File: config.mk
export PLATFORM = sky130hd
export DESIGN_NAME = simplez_ctrl_flat
export DESIGN_NICKNAME = d
export VERILOG_FILES = /design/src/rtl/simplez_ctrl_if.sv /design/src/rtl/simplez_ctrl.sv /design/src/flat_wrapper.sv
export SDC_FILE = /design/constraint.sdc
export NUM_CORES = 1
export LEC_CHECK = 0
export ABC_AREA = 1
export BUFFER_PORTS_ARGS = -buffer_cell sky130_fd_sc_hd__clkbuf_2
export CORE_ASPECT_RATIO = 1.1
export CORE_MARGIN = 5
export CORE_UTILIZATION = 45
export CTS_BUF_LIST = sky130_fd_sc_hd__clkbuf_4
export DETAILED_ROUTE_END_ITERATION = 12
export PLACE_DENSITY = 0.67
export SLEW_MARGIN = 25
export SYNTH_ARGS = -nofsm -noshare
export SYNTH_HDL_FRONTEND = slang
export SYNTH_SLANG_ARGS = --single-unit
File: constraint.sdc
create_clock -name clk -period 1.96 [get_ports clk]
set_clock_uncertainty 0.2 [all_clocks]
set_input_delay 0.196 -clock clk [delete_from_list [all_inputs] [get_ports clk]]
set_output_delay 0.196 -clock clk [all_outputs]
set_load 0.02 [all_outputs]
File: src/rtl/simplez_ctrl_if.sv
// Memory handshake bundle between the Simplez control unit and memory.
//   mem_req  : access request, held until mem_ack is sampled high
//   mem_we   : write qualifier, valid while mem_req=1
//   addr_sel : address source, 0 = PC, 1 = RI[8:0]
//   mem_ack  : memory completes the current access
interface simplez_ctrl_if;
    logic mem_req;
    logic mem_we;
    logic addr_sel;
    logic mem_ack;

    modport master (output mem_req, output mem_we, output addr_sel, input mem_ack);
    modport slave  (input mem_req, input mem_we, input addr_sel, output mem_ack);
endinterface

File: src/rtl/simplez_ctrl.sv
// Simplez instruction sequencer: fetch/decode/execute FSM over the 8 opcodes,
// one-hot datapath strobes, memory handshake with bus timeout, HALT/fault stop.
// Ports:
//   clk, rstn          clock (rising), async active-low reset
//   run                1 = execute, 0 = park at the next FETCH boundary
//   opcode, zero       RI[11:9] and ACC==0 flag from the datapath
//   bus (master)       mem_req / mem_we / addr_sel / mem_ack
//   pc_clr/inc/load    PC strobes
//   ri_load            RI <= memory read data
//   acc_load, alu_add  ACC <= ALU result (alu_add: ACC + mem, else mem)
//   acc_clr, acc_dec   ACC <= 0 / ACC - 1
//   stop, fault        halted (HALT or bus fault) / bus timeout, sticky
//   icount             retired-instruction count
module simplez_ctrl #(
    parameter int TMO    = 255,
    parameter int TMO_W  = 8,
    parameter int ICNT_W = 16
) (
    input  logic              clk,
    input  logic              rstn,
    input  logic              run,
    input  logic [2:0]        opcode,
    input  logic              zero,
    simplez_ctrl_if.master    bus,
    output logic              pc_clr,
    output logic              pc_inc,
    output logic              pc_load,
    output logic              ri_load,
    output logic              acc_load,
    output logic              alu_add,
    output logic              acc_clr,
    output logic              acc_dec,
    output logic              stop,
    output logic              fault,
    output logic [ICNT_W-1:0] icount
);
    localparam logic [2:0] OP_ST  = 3'd0, OP_LD  = 3'd1, OP_ADD = 3'd2, OP_BR = 3'd3,
                           OP_BZ  = 3'd4, OP_CLR = 3'd5, OP_DEC = 3'd6;

    typedef enum logic [2:0] {S_INIT, S_FETCH, S_DECODE, S_MEM_RD, S_MEM_WR, S_HALT} state_t;

    state_t              state_q, state_d;
    logic [TMO_W-1:0]    tmo_q, tmo_d;
    logic [ICNT_W-1:0]   icnt_q, icnt_d;
    logic                fault_q, fault_d;
    logic                busy_q, busy_d;   // a fetch request is outstanding

    always_ff @(posedge clk or negedge rstn) begin
        if (!rstn) begin
            state_q <= S_INIT;
            tmo_q   <= '0;
            icnt_q  <= '0;
            fault_q <= 1'b0;
            busy_q  <= 1'b0;
        end else begin
            state_q <= state_d;
            tmo_q   <= tmo_d;
            icnt_q  <= icnt_d;
            fault_q <= fault_d;
            busy_q  <= busy_d;
        end
    end

    always_comb begin
        state_d      = state_q;
        tmo_d        = '0;
        icnt_d       = icnt_q;
        fault_d      = fault_q;
        bus.mem_req  = 1'b0;
        bus.mem_we   = 1'b0;
        bus.addr_sel = 1'b0;
        pc_clr       = 1'b0;
        pc_inc       = 1'b0;
        pc_load      = 1'b0;
        ri_load      = 1'b0;
        acc_load     = 1'b0;
        alu_add      = 1'b0;
        acc_clr      = 1'b0;
        acc_dec      = 1'b0;

        unique case (state_q)
            // Gated by rstn so pc_clr stays low while reset is held.
            S_INIT: begin
                pc_clr  = rstn;
                state_d = S_FETCH;
            end
            // Once a fetch is issued it is held to completion even if run drops.
            S_FETCH: begin
                if (run || busy_q) begin
                    bus.mem_req = 1'b1;
                    if (bus.mem_ack) begin
                        ri_load = 1'b1;
                        pc_inc  = 1'b1;
                        state_d = S_DECODE;
                    end
                end
            end
            S_DECODE: begin
                state_d = S_FETCH;
                icnt_d  = icnt_q + 1'b1;
                unique case (opcode)
                    OP_ST:         begin state_d = S_MEM_WR; icnt_d = icnt_q; end
                    OP_LD, OP_ADD: begin state_d = S_MEM_RD; icnt_d = icnt_q; end
                    OP_BR:         pc_load = 1'b1;
                    OP_BZ:         pc_load = zero;
                    OP_CLR:        acc_clr = 1'b1;
                    OP_DEC:        acc_dec = 1'b1;
                    default:       begin state_d = S_HALT;   icnt_d = icnt_q; end
                endcase
            end
            S_MEM_RD: begin
                bus.mem_req  = 1'b1;
                bus.addr_sel = 1'b1;
                alu_add      = (opcode == OP_ADD);
                if (bus.mem_ack) begin
                    acc_load = 1'b1;
                    icnt_d   = icnt_q + 1'b1;
                    state_d  = S_FETCH;
                end
            end
            S_MEM_WR: begin
                bus.mem_req  = 1'b1;
                bus.mem_we   = 1'b1;
                bus.addr_sel = 1'b1;
                if (bus.mem_ack) begin
                    icnt_d  = icnt_q + 1'b1;
                    state_d = S_FETCH;
                end
            end
            default: ;
        endcase

        // Timeout counter only advances on unacknowledged request cycles;
        // the TMO-th such cycle faults instead of counting further.
        busy_d = bus.mem_req && !bus.mem_ack;
        if (busy_d) begin
            if (tmo_q == TMO_W'(TMO - 1)) begin
                fault_d = 1'b1;
                state_d = S_HALT;
                busy_d  = 1'b0;
            end else begin
                tmo_d = tmo_q + 1'b1;
            end
        end
    end

    assign stop   = (state_q == S_HALT);
    assign fault  = fault_q;
    assign icount = icnt_q;
endmodule
File: src/flat_wrapper.sv
// flat-port wrapper written by rule: the top's interface ports become plain ports
module simplez_ctrl_flat 
#(
    parameter int TMO    = 255,
    parameter int TMO_W  = 8,
    parameter int ICNT_W = 16
)
  (clk, rstn, run, opcode, zero, pc_clr, pc_inc, pc_load, ri_load, acc_load, alu_add, acc_clr, acc_dec, stop, fault, icount, bus_mem_req, bus_mem_we, bus_addr_sel, bus_mem_ack);
  simplez_ctrl_if bus_i ();
  input  logic clk;
  input  logic rstn;
  input  logic run;
  input  logic [2:0] opcode;
  input  logic zero;
  output logic pc_clr;
  output logic pc_inc;
  output logic pc_load;
  output logic ri_load;
  output logic acc_load;
  output logic alu_add;
  output logic acc_clr;
  output logic acc_dec;
  output logic stop;
  output logic fault;
  output logic [ICNT_W-1:0] icount;
  output wire logic [$bits(bus_i.mem_req)-1:0] bus_mem_req;
  output wire logic [$bits(bus_i.mem_we)-1:0] bus_mem_we;
  output wire logic [$bits(bus_i.addr_sel)-1:0] bus_addr_sel;
  input wire logic [$bits(bus_i.mem_ack)-1:0] bus_mem_ack;
  assign bus_mem_req = bus_i.mem_req;
  assign bus_mem_we = bus_i.mem_we;
  assign bus_addr_sel = bus_i.addr_sel;
  assign bus_i.mem_ack = bus_mem_ack;
  simplez_ctrl #(.TMO(TMO), .TMO_W(TMO_W), .ICNT_W(ICNT_W)) u_core (.clk(clk), .rstn(rstn), .run(run), .opcode(opcode), .zero(zero), .bus(bus_i), .pc_clr(pc_clr), .pc_inc(pc_inc), .pc_load(pc_load), .ri_load(ri_load), .acc_load(acc_load), .alu_add(alu_add), .acc_clr(acc_clr), .acc_dec(acc_dec), .stop(stop), .fault(fault), .icount(icount));
endmodule
# Word-level counts from Yosys, hierarchy flattened
# Cells that the tools add are included.
# totals
romBits	0
latch_bits	0
n_memories	0
regBits	29
ram_bits	0
# classes
magnitude_cmp	0
muxes	30
mul	0
div_mod_pow	0
n_eq_ne	14
n_reduce_logical	11
n_shift	0
n_bitwise	0
add_sub_neg	2
# ops
cell	n
$mux W16	2
$pmux W16 S2	1
$add A16 B1 Y16 const B	1
$mux W1	16
$mux W8	2
$eq A3 B3 Y1 const B	5
$mux W3	5
$eq A3 B2 Y1 const B	4
$pmux W3 S4	1
$pmux W3 S3	1
$add A8 B1 Y8 const B	1
$eq A8 B8 Y1 const B	1
$eq A3 B1 Y1 const B	2
$logic_not A3 Y1	2
$pmux W1 S2	2
$reduce_or A2 Y1	2
$reduce_or A4 Y1	1
$reduce_and A3 Y1	1
$ne A2 B1 Y1 const B	1
$ne A2 B2 Y1 const B	1
$reduce_and A2 Y1	1
$reduce_bool A2 Y1	1
$logic_and A1 B1 Y1	1
$logic_not A1 Y1	1
$logic_or A1 B1 Y1	1

# Logic depth before layout (Yosys ltp)
# Gate-level depths: netlist of run 1.
# logic_depth
ltp_word	6
depth_mapped	10
ltp_nobuf	9

# Worst setup path before layout of run 1
# Ideal clock, no wire load.
# synth_path
kind	register to output
from	register u_core.state_q[0]
to	output port acc_clr
t_required_ps	1564
path_slack_ps	160
arrival_ps	1404
path_stages_with_launch	4
cell_sequence	dfrtp_1 -> nor3_4 -> inv_2 -> nor4_1
# synth_via
elab_chain_cells	2
# synth_lines
item	line	text
start: declaration	simplez_ctrl.sv:42	state_t state_q, state_d;
start signal: assignment	simplez_ctrl.sv:56	state_q <= state_d;
$eq A3 B2 Y1	simplez_ctrl.sv:81	unique case (state_q)
$mux W1	simplez_ctrl.sv:81	
end: declaration	flat_wrapper.sv:21	output logic acc_clr;
# No other way between the ends.

# Final worst setup path of run 1
# layout_path
from	register u_core.state_q[2]
to	output port pc_load
# layout_via
elab_chain_cells	2
# layout_lines
item	line	text
$eq A3 B2 Y1	simplez_ctrl.sv:81	
$mux W1	simplez_ctrl.sv:81	
end: declaration	flat_wrapper.sv:17	output logic pc_load;
# No other way between the ends.

==> results.txt, run 1 <==
* Number of hold-slack violations in the final timing report: 0
- At the pin with the least slew margin, the transition time is 0.3612 ns.
- The critical path in this run is classified as reg2out.
- In the synthesized netlist, mux cells make up 0% of the area.
- Summed over all layers, the global routing overflow is 0.
* Power spent charging and discharging nets: 0.0002541 W
- H-tree levels: 2
* WP data required: 1.56 ns
- Deepest clock path buffer count: 2
- Cell chain of the critical path: nor3_4 -> buf_6 -> nand2_2 -> nor2_2 -> buf_4
* Main combinational cell family by area after synthesis: simple AND/OR/NAND/NOR gates
* Combinational cell fraction of total power: 4.2%
* Time the final worst path needs with I/O delays and setup: 1.860 ns
* XOR/XNOR share of the synthesized area: roughly 5.8%
- The finished cells cover 2232 um^2.
- Across all register-to-register paths, the minimum setup slack is 0.21 ns.
- Unique cell type count in the Yosys netlist: 23
* Number of nets produced by synthesis: 270
* Ratio of total power to cell area: 447.6 nW/um^2
* Worst-Skew Late Latency: 0.33 ns
- Worst setup slack before clock tree synthesis: 0.1666 ns
- The initial utilization of the core area, before any placement, comes to 46.25%.
- The internal power of the cells totals 0.0007451 W.
- Via count of the first global-routing pass: ~1700
- Vertical extent of the die: 76.69 um
- Registers are responsible for 59.8% of the overall power.
- After Yosys synthesis, and, or, nand and nor cells account for 41.68% of the synthesized area.
* Data arrival time of the critical path: 1.46 ns
* Buf/Inv on CP: 2
* Worst hold endpoint: u_core.state_q[2]$_DFF_PN0_
* Biggest cell delay along the critical path: between 0.4 and 0.5 ns
- Placeable Area: between 3000 and 4000 um^2
- Entering global routing, the biggest net connects 30 pins.
- Area of the mapped netlist: 1819 um^2
- Status: finished, final reports clean
* Total Routed Length: 4162 um
- Global Route Usage Sum: 16.30%
- Max-cap violations in this run came to 0.
* Die W: 70.63 um
* Synth Instances: 259
- Dominant delay contributor by cell family on the critical path: flip-flops
- CTS placed an instance of sky130_fd_sc_hd__clkbuf_4 at the clock tree root.
* Worst-path fanout max: 5
* Slowest stage cell on the critical path: sky130_fd_sc_hd__dfrtp_2
- Setup ws final: approximately 0.1 ns
* Clk pin slew, worst setup/hold paths: 0.09 ns
* Detailed router's first-iteration violation count: just under 60
- First-pass GRT wire length: just over 7000 um
- Vias per inst: ~4.8
* Worst slew slack as a fraction of its limit: approximately 76%
* Nets: 319
- For this design the static power due to leakage is 1.164 nW.
- Placement Rows: 24
- Area growth from synthesis to final layout: 22.70%
* Category of the worst setup path capture point: output pin
- The filler cells instantiated in the layout total 395.
- After detailed placement, the total cell area comes to 2042 um^2.
* Antenna diode instance count: 0
- The routed layout has 1723 vias.
- Startpoint of the lowest-slack hold path: opcode[2]
* Total die area: 5416 um^2
- In this run the critical register-to-register path is launched from u_core.state_q[2]$_DFF_PN0_.
- The count of nets left with antenna violations once routing finished came out at 0.
- Summing the areas of all compound-gate instances in the mapped netlist gives 3.026% of the synthesized area.
- Clock tree synthesis found a total of 29 sinks.
* Clock power frac: 35.9%
- Avg WL per Cell: 11.53 um
* Sequential element share of the synthesized area: 39.89%
- Fraction of layout instances using a drive strength above 1: about a quarter
* Mean Syn Cell Area: 7.024 um^2
- Setup violations remaining at the end of the flow were counted as 0.
* I/O pin count: 37
- Element type at the critical path start: flip-flop
- Worst IR drop on VDD: between 0.0003 and 0.0004 V
- Of the available clock period, the critical path in the final layout requires a little over nine tenths.
* Max Clock Freq: 537.5 MHz
- Counting cells, the worst reg-to-reg path comes to 8.
- FF+latch count, synth: 29
* Number of clock buffers inserted by TritonCTS: 5
* Slew Limit Fails: 0
* Port-buffer cells: 36
- Net switching is 25.43% of the power.
* Worst hold path depth: 5
- TritonCTS built the clock tree.
- FF-to-FF End: u_core.icount[9]$_DFFE_PN0P_
- Routability cong.: 0.8153
* Antenna violations before repair: 0
* Post-synthesis share of cell area spent on full adders, half adders and majority gates: 2.063%
- During synthesis, Yosys emitted a total of 0 warnings.
- For this run, design rule violations remaining after detail routing come to 0.
- For this run, the detailed router's first-pass iteration total came to 4.
* Unrepaired setup endpoints after global routing: yes
- Post-DP HPWL: 3047 um
* Hold Crit Class: in2reg
## power by group through the flow
stage / logic (W) / clock network, W / registers, W
after floorplan: 0.0000130 / 0 / 0.000610
after global placement: 0.0000391 / 0 / 0.000610
after detailed placement: 0.0000396 / 0 / 0.000610
after CTS: 0.0000410 / 0.000377 / 0.000598
after global routing: 0.0000492 / 0.000408 / 0.000598
final: 0.0000423 / 0.000359 / 0.000598
## registers in the layout (all words and copies together), names as in the netlist
register        cells
u_core.fault        1
u_core.state_q      3
u_core.tmo_q        8
u_core.busy_q       1
u_core.icount      16
## cell families (layout without fill, tap and decap cells)
logic type               Yosys count  count (layout)
adder cells (fa/ha/maj)            3               3
XOR/XNOR                          12              12
buffers and inverters             31              81
AND/OR/NAND/NOR                  173             173
flip-flops                        29              29
AO/OA/AOI/OAI                     11              11
## Yosys cell counts, drive strengths merged
master | n | area [um^2]
or2 | 1 | 6.260
a21oi | 5 | 25.02
dfrtp | 29 | 725.7
ha | 3 | 37.54
nor4 | 1 | 6.260
nand3b | 2 | 15.01
nor3 | 2 | 21.27
nand2 | 104 | 400.4
nand3 | 20 | 135.1
xor2 | 4 | 35.03
xnor2 | 8 | 70.07
o21ai | 6 | 30.03
nor2 | 38 | 142.6
nand4 | 5 | 31.28
inv | 28 | 107.6
buf | 3 | 30.03
## stage by stage
| step | hold WS (ns) | power, W | std cells | setup TNS, ns | utilization (%) |
|---|---|---|---|---|---|
| after global routing | 0.06855 | 0.001056 | 361 | -0.03999 | 56.74 |
| final | 0.07839 | 0.0009992 | 361 | 0 | 56.74 |
| after CTS | 0.05904 | 0.001016 | 356 | 0 | 54.17 |
| after floorplan | -0.2996 | 0.0006228 | 259 | 0 | - |
| after detailed placement | 0.04583 | 0.0006492 | 345 | 0 | 51.91 |
| after global placement | 0.04355 | 0.0006488 | 345 | 0 | 51.91 |
## worst max path at each step
stage                                           start                       endpoint  cells after the start
after floorplan           u_core.state_q[0]$_DFF_PN0_                        acc_clr                      3
after global placement    u_core.state_q[0]$_DFF_PN0_  u_core.icount[10]$_DFFE_PN0P_                      9
after detailed placement  u_core.state_q[0]$_DFF_PN0_   u_core.icount[9]$_DFFE_PN0P_                      9
after CTS                 u_core.state_q[1]$_DFF_PN0_                    bus_mem_req                      5
after global routing      u_core.state_q[2]$_DFF_PN0_                        acc_clr                      4
final                     u_core.state_q[2]$_DFF_PN0_                        pc_load                      5
## placed cells by master, fill, tap and decap left out, drive strengths merged, types with 4 or more instances in the layout
cell	n
nand2	104
nor2	38
clkbuf	37
dfrtp	29
inv	28
nand3	20
buf	12
xnor2	8
o21ai	6
nand4	5
a21oi	5
xor2	4
## metal layers
metal  routed length [um]  part of all wire, %  vias up  global-route usage, %
met1                 1891                   45      781                  20.83
met2                 2098                   50       31                  26.97
li1                     -                    -      906                      -
met3                  121                  2.9        5                  3.529
met5                    0                    0        -                      0
met4                   51                  1.2        0                  5.827
## repair_timing
item                                   4_1_cts  5_1_grt
endpoints found under the hold margin       29        0
gates resized for setup                      3       18
hold buffers                                 1        0
setup buffers                                2        5
setup endpoints to repair                    4        7
pin swaps                                    1        3
## area by class of cell
cell class / count / area (um^2) / area share [%]
flip-flops and latches: 29 / 728.2 / 32.62
repair buffers: 45 / 276.5 / 12.39
clock buffers: 5 / 37.54 / 1.682
inverters: 28 / 110.1 / 4.933
clock inverters: 3 / 17.52 / 0.7848
multi-input cells: 199 / 997.2 / 44.67
well taps: 52 / 65.06 / 2.915
## worst reg2reg max path, delay by kind of cell (launching register included)
| kind | cells | cell delay (ns) |
|---|---|---|
| buffers and inverters | 3 | 0.33 |
| and+or+nand+nor | 5 | 0.64 |
| DFF | 1 | 0.48 |
No activity file was read; power rests on OpenSTA's default activity.
==> inputs of run 2 (changes only) <==
--- a/config.mk
+++ b/config.mk
@@ -12,7 +12,7 @@
 export CORE_UTILIZATION = 45
 export CTS_BUF_LIST = sky130_fd_sc_hd__clkbuf_4
 export DETAILED_ROUTE_END_ITERATION = 12
-export PLACE_DENSITY = 0.67
+export PLACE_DENSITY = 0.7
 export SLEW_MARGIN = 25
 export SYNTH_ARGS = -nofsm -noshare
 export SYNTH_HDL_FRONTEND = slang
==> run 2 against run 1 <==
Effect of this change:
- first-iteration DRC count increased by 64%
- non-clock buffer count decreased by 4
- sequential share of layout area increased by 0.48 points
==> results.txt, run 2 (synthesis results as in run 1) <==
- The flow ran to the end, and the final reports show no timing, DRC or antenna violations.
- In the global route stage, overall resource usage came out at 15.71%.
- On the critical path, the stage with the largest delay is an instance of sky130_fd_sc_hd__dfrtp_1.
- On the critical path the largest part of the delay comes from flip-flops.
* Power after layout: 0.001119 W
- Antenna violations before repair: 0
- The final layout contains 315 nets.
- Data arrival time of the critical path: 1.50 ns
* Clk pin slew, worst setup/hold paths: 0.09 ns
* Buf/Inv on CP: 3
- From synthesis to final layout, the design area changed by 20.91%.
* Number of max-cap violations: 0
- Setup repair after global routing could not meet its margin everywhere.
- Number of sinks driven by the clock tree: 29
- Post-DP HPWL: 2993 um
- Via count of the first global-routing pass: approximately 1600
- The layer flagged by global routing as most heavily used is met2.
* Category of the critical setup timing path: reg2out
- The core region is around 4000 um^2.
* Commonest non-fill, non-tap cell in the layout: sky130_fd_sc_hd__nand2_1
* Total Routed Length: 3997 um
- The worst setup path is launched from a flip-flop.
- I/O pin count: 37
* Max Clock Freq: 526.5 MHz
- IR analysis of the VDD net gives a maximum drop of between 0.0002 and 0.0003 V.
- Worst-path fanout max: 4
- WP data required: 1.56 ns
* Total leakage power: 1.148 nW
- Category of the worst setup path capture point: output pin
- DR DRC count: 0
- Slew of the pin with the lowest slew margin: 0.3611 ns
- Antenna Nets Post-Route: 0
* Number of hold-slack violations in the final timing report: 0
* Commonest cells after routing, fill and taps aside: sky130_fd_sc_hd__nand2_1, sky130_fd_sc_hd__nor2_1, sky130_fd_sc_hd__clkbuf_2
- Flip-flop count of the largest register, all copies and words added: 16
* Antenna diode instance count: 0
- Number of clock buffers inserted by TritonCTS: 5
* Cell chain of the critical path: inv_2 -> nor3_4 -> buf_4 -> nand2_1 -> nor2_1 -> buf_2
- In this run the vertical extent of the chip is between 70 and 80 um.
- Setup violations remaining at the end of the flow were counted as 0.
- Detailed Routing Iterations Pass 1: 4
- In the global route stage, met3 resource usage came out at 4.444%.
- Starting density of the core: 46.25%
* Biggest cell delay along the critical path: 0.40 ns
- For this run, global-route usage on met1 was measured as 19.48%.
- Hold Crit Class: in2reg
- For this design the ratio of total power to cell area is between 500 and 600 nW/um^2.
* Deepest clock path buffer count: 2
- TritonCTS clock tree: built
- Routability cong.: 0.8409
- Fill cells in the final layout number 378.
* Placement Rows: 24
- In the final routed layout, each cell accounts on average for 11.20 um.
- The worst pin sits at a relative slew slack of 75.93%.
* Time the final worst path needs with I/O delays and setup: approximately 1.9 ns
* Worst-Skew Late Latency: 0.33 ns
- Port buffering added 36 buffers.
- H-tree levels: 2
- In the finished design, the share of the clock period the worst path needs comes to a little over nine tenths.
- The first global-routing pass estimated between 7000 and 8000 um of wire.
- The first routing iteration left 95 violations.
* Vias per inst: 4.840
* Grt met2 use: 26.69%
- Fraction of layout instances using a drive strength above 1: between 20% and 30%
* Worst Hold Slack: 0.07904 ns
* Slew Limit Fails: 0
* Total die area: roughly 5400 um^2
- In this run the horizontal extent of the chip is 70.63 um.
* Storage cell area: ~730 um^2
- Global route overflow: 0
- Clock tree synthesis selected as its root buffer the cell sky130_fd_sc_hd__clkbuf_4.
* Area of combinational cells with multiple inputs: 992.2 um^2
* Maximum number of pins on one net before global-route repair: 30
- The routed layout has roughly 1700 vias.
-- run 2: changes by cell type in the layout (fill, tap and decap cells not counted), sizes merged --
cell	change
buf	-5
bufinv	+1
clkbuf	+1
clkinv	-1
-- run 2: final timing paths --
kind / from / to / slack, ns / cells after the start
min: opcode[2] / u_core.state_q[2]$_DFF_PN0_ / 0.08 / 5
max: u_core.state_q[1]$_DFF_PN0_ / pc_load / 0.06 / 6
max reg2reg: u_core.state_q[0]$_DFF_PN0_ / u_core.icount[14]$_DFFE_PN0P_ / 0.21 / 9
min in group asynchronous: rstn / u_core.tmo_q[4]$_DFF_PN0_ / 0.20 / 3
min reg2reg: u_core.fault$_DFFE_PN0P_ / u_core.fault$_DFFE_PN0P_ / 0.27 / 2
max in group asynchronous: rstn / u_core.state_q[2]$_DFF_PN0_ / 1.06 / 3
-- run 2: tightest hold or removal path, stage by stage --
cell,delay [ns]
sky130_fd_sc_hd__clkbuf_2,0.10
sky130_fd_sc_hd__nand3_1,0.09
sky130_fd_sc_hd__nand2_1,0.07
sky130_fd_sc_hd__a21oi_1,0.05
sky130_fd_sc_hd__nand2_1,0.06
-- run 2: final cells by class --
class,instances,share of cell area (%)
clock buffers,5,1.706
repair buffers,41,10.24
multi-input cells,199,45.11
flip-flops and latches,29,33.11
well taps,52,2.958
inverters,28,5.006
clock inverters,3,1.877
-- run 2: metrics by stage --
stage	worst slack, ns	TNS, ns	cell area [um^2]	instances	utilization, %
global placement	0.2212	0	2042	345	51.91
detailed placement	0.1852	0	2042	345	51.91
CTS	0.006192	0	2153	356	54.74
global route	-0.02636	-0.03324	2200	357	55.92
floorplan	0.1604	0	1819	259	-
finish	0.06049	0	2200	357	55.92
-- run 2: timing repair --
action	in CTS	in global routing
endpoints found under the setup margin	2	6
endpoints found under the hold margin	29	0
resized for setup	2	13
pin swaps	1	1
buffers inserted	2	1
hold buffers	1	0
-- run 2: power by group --
part	switching [W]	internal (W)	total, W	leakage [nW]
sequential	0	0.000598	0.000598	0.389
combinational	0.0000292	0.0000122	0.0000414	0.720
clock	0.000216	0.000264	0.000480	0.0389
total	0.000245	0.000874	0.00112	1.15
-- run 2: per-layer routing --
metal  up-vias  share of wire [%]
met5         -                  0
met1       782                 45
met4         0                1.0
met2        44                 48
met3         5                5.9
li1        897                  -
